File: config.mk
export PLATFORM = sky130hd
export DESIGN_NAME = present_round_engine
export DESIGN_NICKNAME = d
export VERILOG_FILES = /design/src/rtl/present_pkg.sv /design/src/rtl/present_key_sched.sv /design/src/rtl/present_sbox.sv /design/src/rtl/present_round_engine.sv
export SDC_FILE = /design/constraint.sdc
export NUM_CORES = 1
export LEC_CHECK = 0
export ABC_AREA = 1
export CORE_AREA = 2 2 194 196
export DETAILED_ROUTE_END_ITERATION = 8
export DIE_AREA = 0 0 196 198
export PLACE_DENSITY_LB_ADDON = 0.1
export SYNTH_ARGS = -nofsm -noshare
export SYNTH_HDL_FRONTEND = slang
export SYNTH_SLANG_ARGS = --single-unit
File: constraint.sdc
create_clock -name clk -period 3.2 [get_ports clk]
set_input_delay 0.32 -clock clk [delete_from_list [all_inputs] [get_ports clk]]
set_output_delay 0.32 -clock clk [all_outputs]
set_load 0.005 [all_outputs]
File: src/rtl/present_pkg.sv
// Shared types and constants for the PRESENT-80/128 round engine.
// Build option: define PRESENT_KEY128_EN for the 128-bit key schedule.
package present_pkg;

    localparam int BLOCK_W        = 64;
    localparam int RC_W           = 5;
    localparam int ROUNDS_DEFAULT = 31;

    localparam int KEY80_W   = 80;
    localparam int KEY128_W  = 128;
    localparam int RK80_LO   = KEY80_W - BLOCK_W;
    localparam int RK128_LO  = KEY128_W - BLOCK_W;

`ifdef PRESENT_KEY128_EN
    localparam int KEY_W = KEY128_W;
    localparam int RK_LO = RK128_LO;
`else
    localparam int KEY_W = KEY80_W;
    localparam int RK_LO = RK80_LO;
`endif

    typedef enum logic [1:0] {
        ST_IDLE,
        ST_RUN,
        ST_DONE
    } state_e;

    // (16*i) mod 63 on a 6-bit index is a left rotate by 4, and it also maps 63 to 63.
    function automatic logic [5:0] p_idx(input logic [5:0] i);
        return {i[1:0], i[5:2]};
    endfunction

endpackage

File: src/rtl/present_key_sched.sv
// Combinational PRESENT key update upd(key, rc).
// PRESENT_KEY128_EN selects the 128-bit schedule; otherwise only the 80-bit path exists.
module present_key_sched
    import present_pkg::*;
(
    input  logic [KEY_W-1:0] key,
    input  logic [RC_W-1:0]  rc,
    output logic [KEY_W-1:0] key_next
);

    logic [KEY_W-1:0] rot;

    assign rot = {key[KEY_W-62:0], key[KEY_W-1:KEY_W-61]};

`ifdef PRESENT_KEY128_EN
    logic [3:0] sb_hi;
    logic [3:0] sb_lo;

    present_sbox u_sbox_hi (.din(rot[127:124]), .dout(sb_hi));
    present_sbox u_sbox_lo (.din(rot[123:120]), .dout(sb_lo));

    assign key_next = {sb_hi, sb_lo, rot[119:67], rot[66:62] ^ rc, rot[61:0]};
`else
    logic [3:0] sb_hi;

    present_sbox u_sbox_hi (.din(rot[79:76]), .dout(sb_hi));

    assign key_next = {sb_hi, rot[75:20], rot[19:15] ^ rc, rot[14:0]};
`endif

endmodule

File: src/rtl/present_sbox.sv
// PRESENT 4-bit S-box (C56B90AD3EF84712), shared by datapath and key schedule.
module present_sbox (
    input  logic [3:0] din,
    output logic [3:0] dout
);

    always_comb begin
        dout = 4'h0;
        case (din)
            4'h0: dout = 4'hC;
            4'h1: dout = 4'h5;
            4'h2: dout = 4'h6;
            4'h3: dout = 4'hB;
            4'h4: dout = 4'h9;
            4'h5: dout = 4'h0;
            4'h6: dout = 4'hA;
            4'h7: dout = 4'hD;
            4'h8: dout = 4'h3;
            4'h9: dout = 4'hE;
            4'hA: dout = 4'hF;
            4'hB: dout = 4'h8;
            4'hC: dout = 4'h4;
            4'hD: dout = 4'h7;
            4'hE: dout = 4'h1;
            4'hF: dout = 4'h2;
            default: dout = 4'h0;
        endcase
    end

endmodule

File: src/rtl/present_round_engine.sv
// Iterative PRESENT encryption core: one round per clock, valid/ready in and out.
// Build option: PRESENT_KEY128_EN widens the key to 128 bits.
module present_round_engine
    import present_pkg::*;
#(
    parameter int ROUNDS = ROUNDS_DEFAULT
) (
    input  logic               clk,
    input  logic               rst,
    input  logic               in_valid,
    output logic               in_ready,
    input  logic [BLOCK_W-1:0] in_text,
    input  logic [KEY_W-1:0]   in_key,
    output logic               out_valid,
    input  logic               out_ready,
    output logic [BLOCK_W-1:0] out_text,
    output logic               busy
);

    if (ROUNDS < 1 || ROUNDS > (2 ** RC_W) - 1) begin : g_rounds_check
        $error("present_round_engine: ROUNDS must lie in 1..31");
    end

    state_e             state_q, state_d;
    logic [BLOCK_W-1:0] text_q, text_d;
    logic [KEY_W-1:0]   key_q, key_d;
    logic [RC_W-1:0]    rc_q, rc_d;
    logic [BLOCK_W-1:0] out_text_q, out_text_d;

    logic [BLOCK_W-1:0] ark;
    logic [BLOCK_W-1:0] s_out;
    logic [BLOCK_W-1:0] p_out;
    logic [KEY_W-1:0]   key_next;
    logic               last_round;

    assign ark        = text_q ^ key_q[KEY_W-1:RK_LO];
    assign last_round = (rc_q == RC_W'(ROUNDS));

    for (genvar n = 0; n < 16; n++) begin : g_sbox
        present_sbox u_sbox (.din(ark[4*n +: 4]), .dout(s_out[4*n +: 4]));
    end

    always_comb begin
        p_out = '0;
        for (int i = 0; i < BLOCK_W; i++) begin
            p_out[p_idx(i[5:0])] = s_out[i[5:0]];
        end
    end

    present_key_sched u_key_sched (
        .key      (key_q),
        .rc       (rc_q),
        .key_next (key_next)
    );

    always_ff @(posedge clk) begin
        if (rst) begin
            state_q    <= ST_IDLE;
            text_q     <= '0;
            key_q      <= '0;
            rc_q       <= '0;
            out_text_q <= '0;
        end else begin
            state_q    <= state_d;
            text_q     <= text_d;
            key_q      <= key_d;
            rc_q       <= rc_d;
            out_text_q <= out_text_d;
        end
    end

    always_comb begin
        state_d = state_q;
        case (state_q)
            ST_IDLE: if (in_valid)   state_d = ST_RUN;
            ST_RUN:  if (last_round) state_d = ST_DONE;
            ST_DONE: if (out_ready)  state_d = ST_IDLE;
            default: state_d = ST_IDLE;
        endcase
    end

    // The final round folds in K32 whitening so the result lands directly in out_text.
    always_comb begin
        text_d     = text_q;
        key_d      = key_q;
        rc_d       = rc_q;
        out_text_d = out_text_q;
        case (state_q)
            ST_IDLE: begin
                if (in_valid) begin
                    text_d = in_text;
                    key_d  = in_key;
                    rc_d   = RC_W'(1);
                end
            end
            ST_RUN: begin
                text_d = p_out;
                key_d  = key_next;
                if (last_round) begin
                    out_text_d = p_out ^ key_next[KEY_W-1:RK_LO];
                end else begin
                    rc_d = rc_q + RC_W'(1);
                end
            end
            default: ;
        endcase
    end

    always_comb begin
        in_ready  = (state_q == ST_IDLE);
        busy      = (state_q == ST_RUN);
        out_valid = (state_q == ST_DONE);
        out_text  = out_text_q;
    end

endmodule

Word-level counts from Yosys, hierarchy flattened
Memories as Yosys holds them, arrays and structs flattened. A register that Yosys moved wholly into a read port is not among the register bits. Cells that the tools add are included.

Mux-type cells: 13. Eq/ne operators: 7. Add/sub/neg operators: 1. Reduce and logical (&&, ||, !) cells: 6. Bitwise operators: 3.

Operator list (number): $pmux W80 S2 (1); $pmux W64 S2 (1); $xor A64 B64 Y64 (2); $mux W80 (1); $mux W64 (1); $mux W5 (2); $pmux W5 S2 (1); $mux W4 (2); $mux W2 (3); $pmux W2 S3 (1); $reduce_and A3 Y1 (2); $add A5 B1 Y5 const B (1); $eq A5 B5 Y1 const B (1); $xor A5 B5 Y5 (1); $ne A2 B1 Y1 const B (2); $ne A2 B2 Y1 const B (2); $reduce_and A2 Y1 (2); $eq A2 B1 Y1 const B (1); $eq A2 B2 Y1 const B (1); $logic_not A2 Y1 (1); $reduce_bool A2 Y1 (1).

Output and inout port bits: 67. Logic and storage cells: 52. Memories kept: 17. ROM bits: 1088. Bits in registers: 215. Input bits: 148.

Memories: (name not given) (words 16, bits a word 4, read ports 1, clocked after Yosys merged registers in 0, wr ports 0, RTL line present_sbox.sv:9) `case (din)`; (name not given) (words 16, bits a word 4, read ports 1, clocked after Yosys merged registers in 0, wr ports 0, RTL line present_sbox.sv:9); (name not given) (words 16, bits a word 4, read ports 1, clocked after Yosys merged registers in 0, wr ports 0, RTL line present_sbox.sv:9); (name not given) (words 16, bits a word 4, read ports 1, clocked after Yosys merged registers in 0, wr ports 0, RTL line present_sbox.sv:9); (name not given) (words 16, bits a word 4, read ports 1, clocked after Yosys merged registers in 0, wr ports 0, RTL line present_sbox.sv:9); (name not given) (words 16, bits a word 4, read ports 1, clocked after Yosys merged registers in 0, wr ports 0, RTL line present_sbox.sv:9); 11 more memories.

Depth between registers and ports, before layout
Word-level depth: 5. Depth in mapped cells: 14. Mapped depth without buffers: 13.

Modules after synthesis
From an unflattened synthesis, not the netlist that was laid out.

Cell total of the unflattened synthesis: 2276. Area total of the unflattened synthesis: 14572.7 µm².

Modules (own cells, without submodules): present_round_engine (cells an instance 1484, seq. area each 4304.1 µm², area each 10261.1 µm², times used 1); present_sbox at g_sbox[11].u_sbox ... (cells an instance 41, seq. area each 0.0 µm², area each 216.5 µm², times used 15); present_key_sched (cells an instance 96, seq. area each 0.0 µm², area each 626.9 µm², times used 1); present_sbox at g_sbox[10].u_sbox (cells an instance 41, seq. area each 0.0 µm², area each 221.5 µm², times used 1); present_sbox at g_sbox[0].u_sbox (cells an instance 40, seq. area each 0.0 µm², area each 216.5 µm², times used 1).

Least setup slack after synthesis
Ideal clock, no wire load.

Kind: register -> register. From: register text_q[8]. To: register out_text_q[2] (netlist: out_text[2]). Arrival time: 1.634 ns. Stages on the path, launching flop included: 11. Path buffers: 0. Period minus slack after synthesis: 1.747 ns. Library setup time: 0.114 ns. Data required time: 3.086 ns. Slack: 1.453 ns. Cell sequence: dfxtp_1 -> inv_1 -> nand2_1 -> nand2_1 -> inv_1 -> ha_1 -> o21ai_0 -> ha_1 -> xor2_1 -> o21bai_1 -> inv_1.

Word-level cells in the longest chain between the ends: 3.

RTL lines: from (decl) (RTL line present_round_engine.sv:25) `logic [BLOCK_W-1:0] text_q, text_d;`; from (signal assigned) (RTL line present_round_engine.sv:65) `text_q <= text_d;`; $xor A64 B64 Y64 (RTL line present_round_engine.sv:36) `assign ark = text_q ^ key_q[KEY_W-1:RK_LO];`; $mem_v2 Z16 W4; $xor A64 B64 Y64 (RTL line present_round_engine.sv:100) `out_text_d = p_out ^ key_next[KEY_W-1:RK_LO];`; to (signal assigned) (RTL line present_round_engine.sv:68) `out_text_q <= out_text_d;`; to (decl) (RTL line present_round_engine.sv:28) `logic [BLOCK_W-1:0] out_text_q, out_text_d;`.

No other way between the ends. A chain may end at the register's enable or synchronous reset.

Final worst setup path
From: register state_q[0]. To: output busy.

Word-level cells in the longest chain between the ends: 1.

RTL lines: from (decl) (RTL line present_round_engine.sv:24) `state_e state_q, state_d;`; from (signal assigned) (RTL line present_round_engine.sv:64) `state_q <= state_d;`; $eq A2 B1 Y1 (RTL line present_round_engine.sv:111) `busy = (state_q == ST_RUN);`; to (decl) (RTL line present_round_engine.sv:17) `output logic busy`.

No other way between the ends.

==> results.cfg <==
[outcome]
status = complete, no violations

[global_route]
grt-ovfl-total = 0
first_global_vias = 13400
grt_first_pass_wirelength_um = 81200
grt_max_degree = 206
grt_antenna_before_repair = 0
grt.total_usage_pct = 27.7

[floorplanning]
die_area_um2 = 38800
die_h_um = 198
core.rowCount = 71
initial_utilization_pct = 39.3
core_um2 = 37000
floorplan.io_pins = 215
chip_width_um = 196

[detailed_routing]
route.detailed.vias_per_inst = 5.12
ant_nets = 0
wl_per_cell_um = 19.0
drt-initial-drc-count = 1191
route.detailed.drc = 0
wl_um = 54500
routed-via-count = 14700
drtPass1Iterations = 6

[synth]
syn-num-nets = 2455
yosys.cell_types.count = 38
synthesis.area_per_instance_um2 = 6.55
synth_flop_cell = dfxtp_1
netlist.area_leader.share_pct = 30.2
leading_post_synthesis_cells_by_cell_area = dfxtp_1, nand2_1, nand3_1
postSynth.asyncResetShare_pct = 0
synth.yosys.seq_area_share_pct = 30.2
ys_ff_latch = 219
post_synth_inst_count = 2220
ys.warnings.count = 0
syn_area_um2 = 14500
synth_enable_flop_cells = 0
netlist.top_cell.by_area = dfxtp_1

[setup_path]
rr_endpoint = text_q[9]$_SDFFE_PP0N_
critical_path_peak_fanout = 31
cp-endpoint = busy
rr_worst_depth = 10
worst_r2r_startpoint = key_q[52]$_SDFFE_PP0N_
arrival_ns = 2.19
setup.worst_path.start = state_q[0]$_SDFFE_PP0P_
worst_setup_path_end_kind = output port
timing_worst_setup_path_type = reg -> out
register_to_register_path_setup_slack_ns = 0.84
critPathLaunchType = flop
required_ns = 2.88

[timing]
setup_viol = 0
layout_worst_path_cycle_share_pct = 78.6
timing.final.max_slew_violations = 0
finalHoldWorstSlack_ns = 0.346
timing.slew.headroom_pct = 40.1
finalWorstPathRequiredPeriod_ns = 2.51
worst-slew-pin-transition_ns = 0.898
number_of_hold_violations_in_the_final_report = 0
worst_clock_skew_ns = 0.0177
grt_setup_unrepaired = no
finalSetupTns_ns = 0
clock.fmax_mhz = 398

[cts]
post_cts_buffers = 0
clkSinkCount = 219
cts_h_tree_depth = 1
worst_skew_pair.late_latency_ns = 0.55
tritoncts.num_buffers = 27
clk_pin_slew_worst_paths_ns = 0.06
tritoncts_clock_tree = done
cts-root-to-sink-buffers = 3
clk_root_buffer_cell = clkbuf_16
cts_hold_buf = 0
cts_repair_resize_count = 0

[worst_hold_path]
worstHoldPathType = in -> reg

[place]
placement.io_buffers = 214
place.gp.congestion = 0.912
hpwlAfterDp_um = 42100

[run]
drv.max_cap_violation_count = 0

[power]
p_per_area_nw_per_um2 = 541
p_leak_nw = 8.43
maximum_vdd_ir_drop_mv = 0.375

[final_layout]
flow.area_growth_from_synthesis_pct = 23.3
drive_above_1_share_pct = 6.92
nNetsFinal = 2616
fill_cells = 3792
diodes = 0
## through the flow
stage | instances | worst slack (ns) | power, mW | instance area [um^2] | util (%)
after floorplan | 2220 | 1.45 | 5.22 | 14500 | -
after global placement | 2826 | 0.756 | 6.25 | 16900 | 45.8
after detailed placement | 2826 | 0.757 | 6.29 | 16900 | 45.8
after CTS | 2874 | 0.667 | 9.72 | 17900 | 48.5
after global routing | 2874 | 0.589 | 10.3 | 17900 | 48.5
final | 2874 | 0.685 | 9.70 | 17900 | 48.5
## area by class of cell
| class | instances | area, um^2 | area share (%) |
|---|---|---|---|
| tap | 474 | 593 | 3.31 |
| sequential | 219 | 4390 | 24.5 |
| timing repair buffer | 232 | 2340 | 13.1 |
| inverter | 262 | 993 | 5.54 |
| clock inverter | 9 | 175 | 0.977 |
| multi-input combinational | 1639 | 8630 | 48.1 |
| clock buffer | 39 | 811 | 4.52 |
## worst max-delay path: stages, from the launching register on
cell,delay (ns)
dfxtp_2,0.43
inv_2,0.07
nor2_4,0.16
buf_4,0.40
clkdlybuf4s50_1,0.58
## logic make-up after synthesis
group	count (synthesis)	synth area share (%)
adder cells (fa/ha/maj)	87	7.49
buffers and inverters	362	10.5
AO/OA/AOI/OAI	390	16.4
XOR/XNOR	51	3.07
AND/OR/NAND/NOR	1111	32.4
flip-flops	219	30.2
## registers in the layout, indices dropped and copies added, names as in the netlist
register,flops
text_q,64
rc_q,5
key_q,80
out_text,64
u_key_sched.u_sbox_hi.dout,4
state_q,2
## synth_stat cells, types with 2 or more instances
cell and count:
nand2_1 747, buf_6 7, xnor2_1 20, nor2_2 12
nand2_2 2, clkbuf_1 29, ha_1 87, o21ai_1 20
nor2_1 36, or2_2 48, a21oi_1 67, buf_1 3
o21bai_1 4, nand2_4 4, inv_1 255, nand3_1 257
a31oi_1 75, clkbuf_2 2, dfxtp_1 219, o21a_1 48
buf_4 9, xor2_1 31, o21ai_0 147, buf_2 49
a211oi_2 24, inv_2 6
## worst min path at each step
stage | start | endpoint | slack (ns) | depth (start not counted)
3_3_place_gp | text_q[1]$_SDFFE_PP0N_ | text_q[1]$_SDFFE_PP0N_ | 0.47 | 2
6_report | in_key[56] | key_q[56]$_SDFFE_PP0N_ | 0.35 | 3
3_5_place_dp | text_q[4]$_SDFFE_PP0N_ | text_q[4]$_SDFFE_PP0N_ | 0.48 | 2
2_1_floorplan | text_q[0]$_SDFFE_PP0N_ | text_q[0]$_SDFFE_PP0N_ | 0.47 | 2
5_1_grt | in_key[28] | key_q[28]$_SDFFE_PP0N_ | 0.36 | 3
4_1_cts | in_key[56] | key_q[56]$_SDFFE_PP0N_ | 0.33 | 3
## cell usage in the layout (no fill, tap or decap), types with 3 or more instances in the layout
| master | count |
|---|---|
| a211oi_2 | 24 |
| a21oi_1 | 67 |
| a31oi_1 | 75 |
| buf_12 | 5 |
| buf_4 | 13 |
| bufinv_16 | 5 |
| clkbuf_1 | 3 |
| clkbuf_16 | 27 |
| clkbuf_8 | 9 |
| clkdlybuf4s50_1 | 214 |
| dfxtp_1 | 218 |
| ha_1 | 87 |
| inv_1 | 255 |
| inv_2 | 4 |
| nand2_1 | 747 |
| nand2_4 | 4 |
| nand3_1 | 257 |
| nor2_1 | 36 |
| nor2_2 | 12 |
| o21a_1 | 48 |
| o21ai_0 | 147 |
| o21ai_1 | 20 |
| o21bai_1 | 4 |
| or2_2 | 48 |
| xnor2_1 | 20 |
| xor2_1 | 31 |
## report_power, final
group          switching (mW)  internal, mW
clock                    1.27          2.15
sequential              0.278          2.94
combinational            2.00          1.07
total                    3.55          6.15
## per-layer routing
metal,track usage (%),vias up,wire length (um)
met4,9.32,0,1820
li1,-,7447,-
met2,44.5,459,24200
met3,2.79,68,3210
met1,38.9,6750,25300
met5,0,-,0
(Power assumes the default switching activity.)
